==> src/rtl/menu_pkg.sv <==
// Shared types and constants for the parametrised menu pixel generator.
package menu_pkg;

  typedef enum logic [1:0] {
    BTN_IDLE    = 2'd0,
    BTN_HOVER   = 2'd1,
    BTN_PRESS   = 2'd2,
    BTN_LATCHED = 2'd3
  } btn_state_e;

  localparam int unsigned CNT_W         = 10;
  localparam int unsigned ADDR_W        = 17;
  localparam int unsigned RGB_W         = 12;
  localparam int unsigned SCREEN_W      = 320;
  localparam int unsigned SCREEN_PIXELS = 76800;
  localparam int unsigned CODE_OFFSET   = 2;

  localparam logic [RGB_W-1:0] C_BG_DEF    = 12'h000;
  localparam logic [RGB_W-1:0] C_FG_DEF    = 12'hFFF;
  localparam logic [RGB_W-1:0] C_TOUCH_DEF = 12'h32E;
  localparam logic [RGB_W-1:0] C_CLICK_DEF = 12'h3E2;
  localparam logic [RGB_W-1:0] C_LATCH_DEF = 12'h2F5;

  // Colour shown on a button's pixels for a given interaction state.
  function automatic logic [RGB_W-1:0] state_colour(
    input btn_state_e       s,
    input logic [RGB_W-1:0] c_bg,
    input logic [RGB_W-1:0] c_touch,
    input logic [RGB_W-1:0] c_click,
    input logic [RGB_W-1:0] c_latch
  );
    logic [RGB_W-1:0] c;
    case (s)
      BTN_HOVER:   c = c_touch;
      BTN_PRESS:   c = c_click;
      BTN_LATCHED: c = c_latch;
      default:     c = c_bg;
    endcase
    return c;
  endfunction

endpackage

==> src/rtl/menu_button_fsm.sv <==
// Per-button interaction FSM: idle/hover/press/latched with a registered
// one-cycle click pulse on release inside the button.
module menu_button_fsm
  import menu_pkg::*;
(
  input  logic       clk,
  input  logic       rst_n,
  input  logic       hover,
  input  logic       mouse_left,
  input  logic       latch_set,
  input  logic       latch_clr,
  input  logic       toggle,
  output btn_state_e state,
  output logic       click_pulse
);

  btn_state_e state_q;
  logic       pulse_q;

  always_ff @(posedge clk or negedge rst_n) begin
    if (!rst_n) begin
      state_q <= BTN_IDLE;
      pulse_q <= 1'b0;
    end else begin
      pulse_q <= 1'b0;
      if (latch_set) begin
        state_q <= BTN_LATCHED;
      end else begin
        case (state_q)
          BTN_LATCHED: if (latch_clr) state_q <= BTN_IDLE;
          // Entering with the button already held must not arm a click.
          BTN_IDLE:    if (hover && !mouse_left) state_q <= BTN_HOVER;
          BTN_HOVER: begin
            if (!hover)          state_q <= BTN_IDLE;
            else if (mouse_left) state_q <= BTN_PRESS;
          end
          BTN_PRESS: begin
            if (!hover) begin
              state_q <= BTN_IDLE;
            end else if (!mouse_left) begin
              pulse_q <= 1'b1;
              state_q <= toggle ? BTN_LATCHED : BTN_HOVER;
            end
          end
          default:     state_q <= BTN_IDLE;
        endcase
      end
    end
  end

  assign state       = state_q;
  assign click_pulse = pulse_q;

endmodule

==> src/rtl/menu_button_pixel_gen.sv <==
// Menu-screen pixel generator: image address, 2-stage pixel pipeline and
// N_BUTTONS independent clickable regions.
module menu_button_pixel_gen
  import menu_pkg::*;
#(
  parameter int unsigned            N_BUTTONS   = 2,
  parameter int unsigned            MEM_W       = 3,
  parameter logic [N_BUTTONS-1:0]   TOGGLE_MASK = '0,
  parameter logic [RGB_W-1:0]       C_BG        = C_BG_DEF,
  parameter logic [RGB_W-1:0]       C_FG        = C_FG_DEF,
  parameter logic [RGB_W-1:0]       C_TOUCH     = C_TOUCH_DEF,
  parameter logic [RGB_W-1:0]       C_CLICK     = C_CLICK_DEF,
  parameter logic [RGB_W-1:0]       C_LATCH     = C_LATCH_DEF
) (
  input  logic                     clk,
  input  logic                     rst_n,
  input  logic [CNT_W-1:0]         h_cnt,
  input  logic [CNT_W-1:0]         v_cnt,
  input  logic                     valid,
  input  logic                     mouse_left,
  input  logic [N_BUTTONS-1:0]     hover,
  input  logic [N_BUTTONS-1:0]     latch_set,
  input  logic [N_BUTTONS-1:0]     latch_clr,
  output logic [ADDR_W-1:0]        mem_addr,
  input  logic [MEM_W-1:0]         mem_data,
  output logic [RGB_W-1:0]         pixel_out,
  output logic [N_BUTTONS-1:0]     click_pulse,
  output logic [2*N_BUTTONS-1:0]   btn_state
);

  // Wide enough for 511 + 320*511 before the wrap.
  localparam int unsigned SUM_W = 19;

  logic [SUM_W-1:0] addr_sum;
  btn_state_e       btn_st [N_BUTTONS];
  logic             valid_d1_q;
  logic [RGB_W-1:0] pixel_q;
  logic [RGB_W-1:0] pixel_d;

  assign addr_sum = SUM_W'(h_cnt >> 1) + SUM_W'(v_cnt >> 1) * SUM_W'(SCREEN_W);
  assign mem_addr = ADDR_W'(addr_sum % SUM_W'(SCREEN_PIXELS));

  for (genvar k = 0; k < N_BUTTONS; k++) begin : g_btn
    menu_button_fsm u_fsm (
      .clk         (clk),
      .rst_n       (rst_n),
      .hover       (hover[k]),
      .mouse_left  (mouse_left),
      .latch_set   (latch_set[k]),
      .latch_clr   (latch_clr[k]),
      .toggle      (TOGGLE_MASK[k]),
      .state       (btn_st[k]),
      .click_pulse (click_pulse[k])
    );
    assign btn_state[2*k +: 2] = btn_st[k];
  end

  // Stage-2 decode uses the button state as it stands before this edge.
  always_comb begin
    pixel_d = C_BG;
    if (valid_d1_q) begin
      if (mem_data == MEM_W'(1)) pixel_d = C_FG;
      for (int k = 0; k < int'(N_BUTTONS); k++) begin
        if (mem_data == MEM_W'(k + int'(CODE_OFFSET)))
          pixel_d = state_colour(btn_st[k], C_BG, C_TOUCH, C_CLICK, C_LATCH);
      end
    end
  end

  always_ff @(posedge clk or negedge rst_n) begin
    if (!rst_n) begin
      valid_d1_q <= 1'b0;
      pixel_q    <= C_BG;
    end else begin
      valid_d1_q <= valid;
      pixel_q    <= pixel_d;
    end
  end

  assign pixel_out = pixel_q;

endmodule

==> config.mk <==
export PLATFORM = sky130hd
export DESIGN_NAME = menu_button_pixel_gen
export DESIGN_NICKNAME = d
export VERILOG_FILES = /design/src/rtl/menu_pkg.sv /design/src/rtl/menu_button_fsm.sv /design/src/rtl/menu_button_pixel_gen.sv
export SDC_FILE = /design/constraint.sdc
export NUM_CORES = 1
export LEC_CHECK = 0
export BUFFER_PORTS_ARGS = -buffer_cell sky130_fd_sc_hd__buf_2
export CAP_MARGIN = 30
export CORE_ASPECT_RATIO = 0.8
export CORE_UTILIZATION = 57
export DETAILED_ROUTE_END_ITERATION = 16
export GPL_ROUTABILITY_DRIVEN = 0
export GPL_TIMING_DRIVEN = 0
export PLACE_DENSITY = 0.94
export SETUP_SLACK_MARGIN = 0.15
export SYNTH_ARGS = -nofsm -noshare
export SYNTH_HDL_FRONTEND = slang
export SYNTH_SLANG_ARGS = --single-unit
==> constraint.sdc <==
create_clock -name clk -period 12 [get_ports clk]
set_input_delay 1.2 -clock clk [delete_from_list [all_inputs] [get_ports clk]]
set_output_delay 1.2 -clock clk [all_outputs]
set_load 0.1 [all_outputs]
---- Yosys cells after proc, flatten, opt, wreduce, memory -nomap -nowiden ----
Index checks and enable logic that the tools add are counted.
storage, ports and cells
  output and inout port bits .............. 35
  register bits after elaboration ......... 19
  input port bits ......................... 33
operators by class
  $mul .................................... 1
  div/mod/pow operators ................... 1
  mux-type cells .......................... 27
  eq/ne operators ......................... 17
  reductions and logical operators ........ 7
  add/sub/neg operators ................... 1
operators with widths
  operator                                                                    number
  10-bit one-hot mux with 3 select lines                                      2
  12-bit two-way mux                                                          4
  2-bit two-way mux                                                           12
  9-bit by 18-bit adder with 19-bit output                                    1
  19-bit by 17-bit remainder unit with 19-bit output (second input constant)  1
  4-bit inequality test (second input constant)                               4
  2-bit one-hot mux with 4 select lines                                       2
  9-bit by 3-bit multiplier with 12-bit output (second input constant)        1
  2-bit == test (second input constant)                                       4
  4-bit AND reduction                                                         2
  1-bit two-way mux                                                           7
  3-bit by 2-bit == test with 1-bit output (second input constant)            2
  3-bit by 2-bit inequality test with 1-bit output (second input constant)    2
  3-bit inequality test (second input constant)                               2
  2-bit by 1-bit == test with 1-bit output (second input constant)            2
  2-bit logical NOT                                                           2
  3-bit by 1-bit == test with 1-bit output (second input constant)            1
  1-bit logical AND                                                           2
  1-bit logical NOT                                                           1

---- Logic depth before layout (Yosys ltp) ----
Gate-level depths: netlist (run 1).
  word-level depth ........................ 5
  mapped depth ............................ 15

---- Hierarchy ----
From an unflattened synthesis (run 1), not the netlist that was laid out.
second synthesis, totals
  cell total of the unflattened synthesis .. 247
  area, all modules ....................... 2,137.0 um^2
modules (own cells, without submodules)
  module                 area an instance (um^2)  instances  cells each  seq. area each (um^2)
  menu_button_pixel_gen  1,851.8                  1          219         200.2
  menu_button_fsm        142.6                    2          14          75.1

---- Worst setup path after synthesis (run 1) ----
OpenSTA, ideal clock, no wires.
  path type ............................... in2out
  start ................................... in v_cnt[2]
  end ..................................... out mem_addr[14]
  path buffers ............................ 1
  slack ................................... 4.412 ns
  arrival time ............................ 6.388 ns
  stages .................................. 13
  path through ............................ ha_1 ha_1 inv_1 fa_1 clkbuf_1 or4_4 a31o_1 or3_4 nor2_1 a2bb2oi_1 o21ai_2 o211ai_4 o31ai_1
between the ends
  word-level cells in the longest chain between the ends .. 3
ends and longest elaborated chain
  element                                             RTL line                     source
  start, declared                                     menu_button_pixel_gen.sv:18  input logic [CNT_W-1:0] v_cnt,
  9-bit by 3-bit multiplier with 12-bit output        menu_button_pixel_gen.sv:40  assign addr_sum = SUM_W'(h_cnt >> 1) + SUM_W'(v_cnt >> 1) * SUM_W'(SCREEN_W);
  9-bit by 18-bit adder with 19-bit output            menu_button_pixel_gen.sv:40
  19-bit by 17-bit remainder unit with 19-bit output  menu_button_pixel_gen.sv:41  assign mem_addr = ADDR_W'(addr_sum % SUM_W'(SCREEN_PIXELS));
  end, declared                                       menu_button_pixel_gen.sv:24  output logic [ADDR_W-1:0] mem_addr,
Every way passes these cells.

---- Worst setup path in the final report (run 1) ----
  start ................................... in v_cnt[2]
  end ..................................... out mem_addr[16]
Same word-level chain as after synthesis.

==> flow_summary.yaml, run 1 <==
clock_network:
  ctsHoldBuffers: 0
  cts.sinks: 14
  numCtsBuffers: 3
  clkSlewWorstSetupHoldPaths_ns: 0.05
  clk_path_buf_depth: 2
  cts_tree: "built"
  cts-root-buf: "clkbuf_8"
  postCtsSetupBuffers: 0
  htreeDepth: 1
  ctsResizeCount: 0
  worstSkewPairLatency_ns: 0.25
yosys:
  yosysTopAreaCell: "dfrtp_1"
  syn_nets: 340
  synth.most_common_cell: "ha_1"
  synthAdderAreaFrac_pct: 16.8
  yosys.area_share.simple_pct: 21.3
  postSynth.asyncResetShare_pct: 100
  synth-main-ff-cell: "dfrtp_1"
  syn_area_per_cell_um2: 8.07
  ys_top_cells_by_count: "ha_1 (27), nor2_1 (20), a21oi_1 (19), nand2_1 (17)"
  synthCells: 278
  synth_cell_types: 60
  synth-edff-count: 0
  ys_ff_latch: 14
  synth_top_area_share_pct: 15.6
  synth.cell_area_um2: 2240
  synth_xor_xnor_area_share_pct: 8.53
  synth_top_family_by_area: "compound AO/OA/AOI/OAI gates"
  synth_warnings: 0
  synth_compound_area_share_pct: 29.2
  ys_seq_area_share_pct: 15.6
  synth_area_leaders: "dfrtp_1 (16%), ha_1 (15%), xnor2_1 (5.9%)"
  synthMuxAreaShare_pct: 0.892
worst_setup_path:
  endpoint: "mem_addr[16]"
  reg2regPathDepth: 4
  path_class: "input port to primary output"
  reg2reg_to: "pixel_out[2]"
  arrival_ns: 5.59
  endpoint_kind: "primary output"
  r2r_start: "g_btn[1].u_fsm.state[0]"
  start_kind: "input port"
  worstPathRequired_ns: 10.80
  cp-startpoint: "v_cnt[2]"
  cp_max_fo: 9
  regToRegSetupSlack_ns: 10.19
pwr:
  cellLeakagePower_nw: 1.29
  power_density_nw_per_um2: 168
  ir_drop_v: 0.000126
finish:
  final_nets: 404
  drive_above_1_share_pct: 27.6
  utilization_pct: 70.1
  syn2layout_area_growth_pct: 18.1
  finalNonFillerCells: 395
  final_area_um2: 2650
  diodes: 0
  fill_cells: 297
job:
  max_cap_viol_count: 0
timing:
  worstMarginPinSlew_ns: 0.643
  fin_setup_tns_ns: 0
  skew_ns: 0.00552
  slew_headroom_pct: 57.0
  finalCritPeriodShare_pct: 56.6
  hold_violations: 0
  period_needed_ns: 6.79
  finalMaxSlewViolations: 0
  max_freq_ghz: 0.147
  setup_viol: 0
  rsz0062_at_grt: "no"
placement:
  post-place-cells: 392
  dp_hpwl_um: 4380
  placedInstanceArea_um2: 2610
  io_buffers: 59
min_path:
  min_path_cells: 1
  hp-start: "g_btn[1].u_fsm.state[1]"
  hp-class: "flip-flop to flip-flop"
global_routing:
  grt_start_max_net_pins: 15
  grt_pass1_wl_um: 8690
  grt_pass1_vias: 2013
  gr-total-overflow: 0
  groute.usage.overall_pct: 26.0
  antenna_found_initial: 0
drt:
  wire_per_inst_um: 13.6
  routed_wirelength_um: 5370
  vias: 2325
  drc_errors: 0
  ant_nets: 0
  drtPass1Iterations: 6
  via_per_inst: 5.89
  drtIter0Drc: 133
floorplan:
  die_y_um: 58.1
  dieArea_um2: 4190
  ios: 68
  die_w_um: 72.2
  initial_core_util_pct: 59.4
  std_cell_rows: 20
  core_area_um2: 3780
outcome:
  outcome: "finished clean"
[registers in the layout, summed over array words and instances, names as in the netlist]
name,count
g_btn.u_fsm.click_pulse,2
g_btn.u_fsm.state,4
pixel_out,7
valid_d1_q,1
[critical path, cell delays in order]
cell and delay [ns]:
buf_2 0.13, ha_1 0.29, ha_1 0.24, inv_1 0.08, fa_1 0.40, clkbuf_1 0.20
or4_4 0.56, a31o_1 0.27, or3_4 0.37, o31a_1 0.37, nor2_1 0.14, o21ai_2 0.11
o211ai_4 0.31, a211o_1 0.21, mux2i_1 0.25, buf_2 0.46
[final cells by class]
class                   count  area (um2)  share of cell area (%)
plain buffers              20         116                    4.39
clock buffers               3        41.3                    1.56
inverters                  15        56.3                    2.12
multi-input cells         229        1720                    65.0
flip-flops and latches     14         350                    13.2
well taps                  55        68.8                    2.60
repair buffers             59         295                    11.1
[metal layers]
layer  vias up  routed length [um]  global-route usage [%]
met5         -                   0                       0
met4         0                  68                    5.88
met2        77                2740                    50.2
met3        12                 199                    2.26
met1      1093                2360                    31.3
li1       1143                   -                       -
[logic make-up (layout without fill, tap and decap cells)]
group,Yosys count,after routing
muxes,2,2
buffers and inverters,35,97
AOI/OAI and AO/OA,89,89
adders and majority gates,29,29
xor gates and xnor gates,21,21
and+or+nand+nor,88,88
DFF,14,14
[layout by cell type, fill, tap and decap left out, types with 7 or more instances in the layout]
cell type  instances
a21o_1             7
a21oi_1           19
buf_2             62
buf_4             10
clkbuf_1           7
dfrtp_1           14
ha_1              27
inv_1             15
nand2_1           17
nor2_1            20
nor3_1             9
o21ai_0           12
xnor2_1           15
[stage by stage]
| stage | hold WS [ns] | power, mW | worst slack [ns] |
|---|---|---|---|
| 2_1_floorplan | 0.545 | 0.351 | 4.41 |
| 4_1_cts | 0.626 | 0.443 | 5.26 |
| 3_3_place_gp | 0.595 | 0.397 | 5.37 |
| 6_report | 0.620 | 0.445 | 5.21 |
| 3_5_place_dp | 0.615 | 0.404 | 5.26 |
| 5_1_grt | 0.662 | 0.469 | 5.05 |
[worst min path at each step]
stage                                    endpoint
after global routing                 pixel_out[3]
after CTS                            pixel_out[3]
final                     g_btn[1].u_fsm.state[1]
after floorplan                      pixel_out[4]
after detailed placement  g_btn[1].u_fsm.state[1]
after global placement    g_btn[0].u_fsm.state[1]
[report_power, final]
group	internal [mW]	switching, mW
combinational	0.0834	0.267
sequential	0.0519	0.00552
clock	0.0222	0.0152
total	0.157	0.288
(Power assumes the default switching activity.)
==> run 2: changes to the inputs <==
--- a/config.mk
+++ b/config.mk
@@ -8,11 +8,11 @@
 export BUFFER_PORTS_ARGS = -buffer_cell sky130_fd_sc_hd__buf_2
 export CAP_MARGIN = 30
 export CORE_ASPECT_RATIO = 0.8
-export CORE_UTILIZATION = 57
+export CORE_UTILIZATION = 48
 export DETAILED_ROUTE_END_ITERATION = 16
 export GPL_ROUTABILITY_DRIVEN = 0
 export GPL_TIMING_DRIVEN = 0
-export PLACE_DENSITY = 0.94
+export PLACE_DENSITY = 0.85
 export SETUP_SLACK_MARGIN = 0.15
 export SYNTH_ARGS = -nofsm -noshare
 export SYNTH_HDL_FRONTEND = slang
==> constraint.sdc (replaced) <==
create_clock -name clk -period 5.6 [get_ports clk]
set_input_delay 0.56 -clock clk [delete_from_list [all_inputs] [get_ports clk]]
set_output_delay 0.56 -clock clk [all_outputs]
set_load 0.1 [all_outputs]
==> run 2 against run 1 <==
- clock-buffer cell count up 1
- global-route usage down 1.9 points
- first-iteration DRC count up 95%
- non-clock buffer count up 5
- die area up 18%
- worst setup slack worse by 4.9 ns
- critical path depth unchanged
- cell area up 5.9%
- sequential power up 120%
- utilization down 5.4 points
- critical endpoint is now mem_addr[14]
- largest power group unchanged
- highest routed layer unchanged
==> flow_summary.yaml, run 2 (synthesized netlist as in run 1, its figures left out) <==
pwr:
  ir_drop_v: 0.000326
  p_seq_share_pct: 11.9
  p_clk_share_pct: 9.4
  p_int_mw: 0.394
  sw_frac_of_total_pct: 62.3
  cellLeakagePower_nw: 1.35
  p_comb_share_pct: 78.8
  power_density_nw_per_um2: 372
  power.net_switching_mw: 0.651
global_routing:
  grt_pass1_vias: 2201
  antenna_found_initial: 0
  grt_pass1_wl_um: 9800
  grt_start_max_net_pins: 15
  gr-total-overflow: 0
  groute.usage.overall_pct: 24.2
floorplan:
  initial_core_util_pct: 51.8
  die_y_um: 63.2
  ios: 68
  std_cell_rows: 21
  core_area_um2: 4340
  die_w_um: 78.5
  dieArea_um2: 4960
timing:
  worstMarginPinSlew_ns: 0.672
  rsz0062_at_grt: "no"
  max_freq_ghz: 0.190
  slew_headroom_pct: 55.0
  timing.hold.ws_ns: 0.196
  fin_setup_tns_ns: 0
  period_needed_ns: 5.27
  hold_violations: 0
  setup_viol: 0
  finalCritPeriodShare_pct: 94.0
  finalMaxSlewViolations: 0
  skew_ns: 0.00626
worst_setup_path:
  crit_path_top_delay_cell: "or4_4"
  cp-startpoint: "v_cnt[2]"
  arrival_ns: 4.71
  cp_max_fo: 9
  cpMostUsedCell: "buf_2"
  crit_buf_inv: 4
  crit_chain: "buf_2, ha_1, ha_1, inv_1, fa_1, buf_2, or4_4, a31o_1, or3_4, o31a_1, nor2_1, o21ai_2, o211ai_4, o21ai_0, o31ai_2, buf_2"
  path_class: "input port to primary output"
  cp_top_family: "compound AO/OA/AOI/OAI gates"
  worstPathRequired_ns: 5.04
  r2r_start: "g_btn[1].u_fsm.state[0]"
  worst_path_largest_cell_delay_ns: 0.54
  endpoint_kind: "primary output"
  start_kind: "input port"
placement:
  io_buffers: 59
  dp_hpwl_um: 4430
  placedInstanceArea_um2: 2660
clock_network:
  clk_path_buf_depth: 2
  cts.sinks: 14
  cts_tree: "built"
  numCtsBuffers: 3
  clkSlewWorstSetupHoldPaths_ns: 0.06
  cts-root-buf: "clkbuf_8"
  worstSkewPairLatency_ns: 0.24
  htreeDepth: 1
min_path:
  hp-class: "input port to asynchronous set/reset pin"
finish:
  final_area_um2: 2810
  final_common_cell: "buf_2"
  drive_above_1_share_pct: 32.1
  syn2layout_area_growth_pct: 25.0
  mostFrequentLayoutCells: "buf_2 (57), ha_1 (27), a21oi_1 (19), nor2_1 (19), buf_4 (18)"
  fill_cells: 365
  diodes: 0
  final_nets: 409
  largest_reg_flops: 7
  area.sequential_um2: 350
  multi_input_area_um2: 1800
drt:
  drc_errors: 0
  drtPass1Iterations: 7
  via_per_inst: 6.03
  ant_nets: 0
  routed_wirelength_um: 5890
  vias: 2432
  wire_per_inst_um: 14.6
  drtIter0Drc: 260
outcome:
  outcome: "finished clean"
job:
  max_cap_viol_count: 0
run 2: cell count changes in the layout (fill, tap and decap cells not counted), sizes merged:
cell / before / now
buf: 72 / 76
clkbuf: 10 / 12
run 2: final cells by class:
type	count	area share (%)
plain buffers	20	4.19
clock buffers	4	1.96
inverters	15	2.01
multi-input cells	229	64.0
flip-flops and latches	14	12.5
well taps	57	2.54
repair buffers	64	12.8
run 2: layer usage:
metal / GRT usage, % / wire length, um
met2: 41.6 / 2800
met5: 0 / 0
met4: 6.02 / 143
met3: 2.90 / 483
met1: 32.0 / 2460
run 2: metrics by stage:
stage	instances	util (%)	setup slack, ns	power [mW]
floorplan	278	-	0.149	0.772
global placement	394	61.2	0.122	0.879
detailed placement	394	61.2	0.0612	0.893
CTS	398	62.7	0.188	1.00
global route	403	64.7	0.138	1.10
finish	403	64.7	0.334	1.05
run 2: path summary, 6_finish.rpt:
| check | slack, ns | depth (start not counted) | end |
|---|---|---|---|
| min in group clk | 0.42 | 1 | valid_d1_q |
| setup reg to reg | 3.79 | 4 | pixel_out[7] |
| hold / removal | 0.20 | 1 | pixel_out[10] |
| max in group asynchronous | 5.17 | 1 | g_btn[0].u_fsm.state[0] |
| setup / recovery | 0.33 | 16 | mem_addr[14] |
| hold reg to reg | 0.63 | 2 | pixel_out[4] |
run 2: power by group through the flow:
stage	logic (mW)	registers, mW	clock network [mW]
3_3_place_gp	0.755	0.124	0
3_5_place_dp	0.768	0.125	0
4_1_cts	0.782	0.123	0.0980
6_report	0.823	0.124	0.0977
5_1_grt	0.872	0.125	0.106
2_1_floorplan	0.583	0.189	0
run 2: what timing repair did:
action / CTS / global route
setup endpoints to repair: 4 / 7
setup buffers: 0 / 5
hold buffers: 0 / 0
pin swaps: 0 / 4
resized for setup: 4 / 13
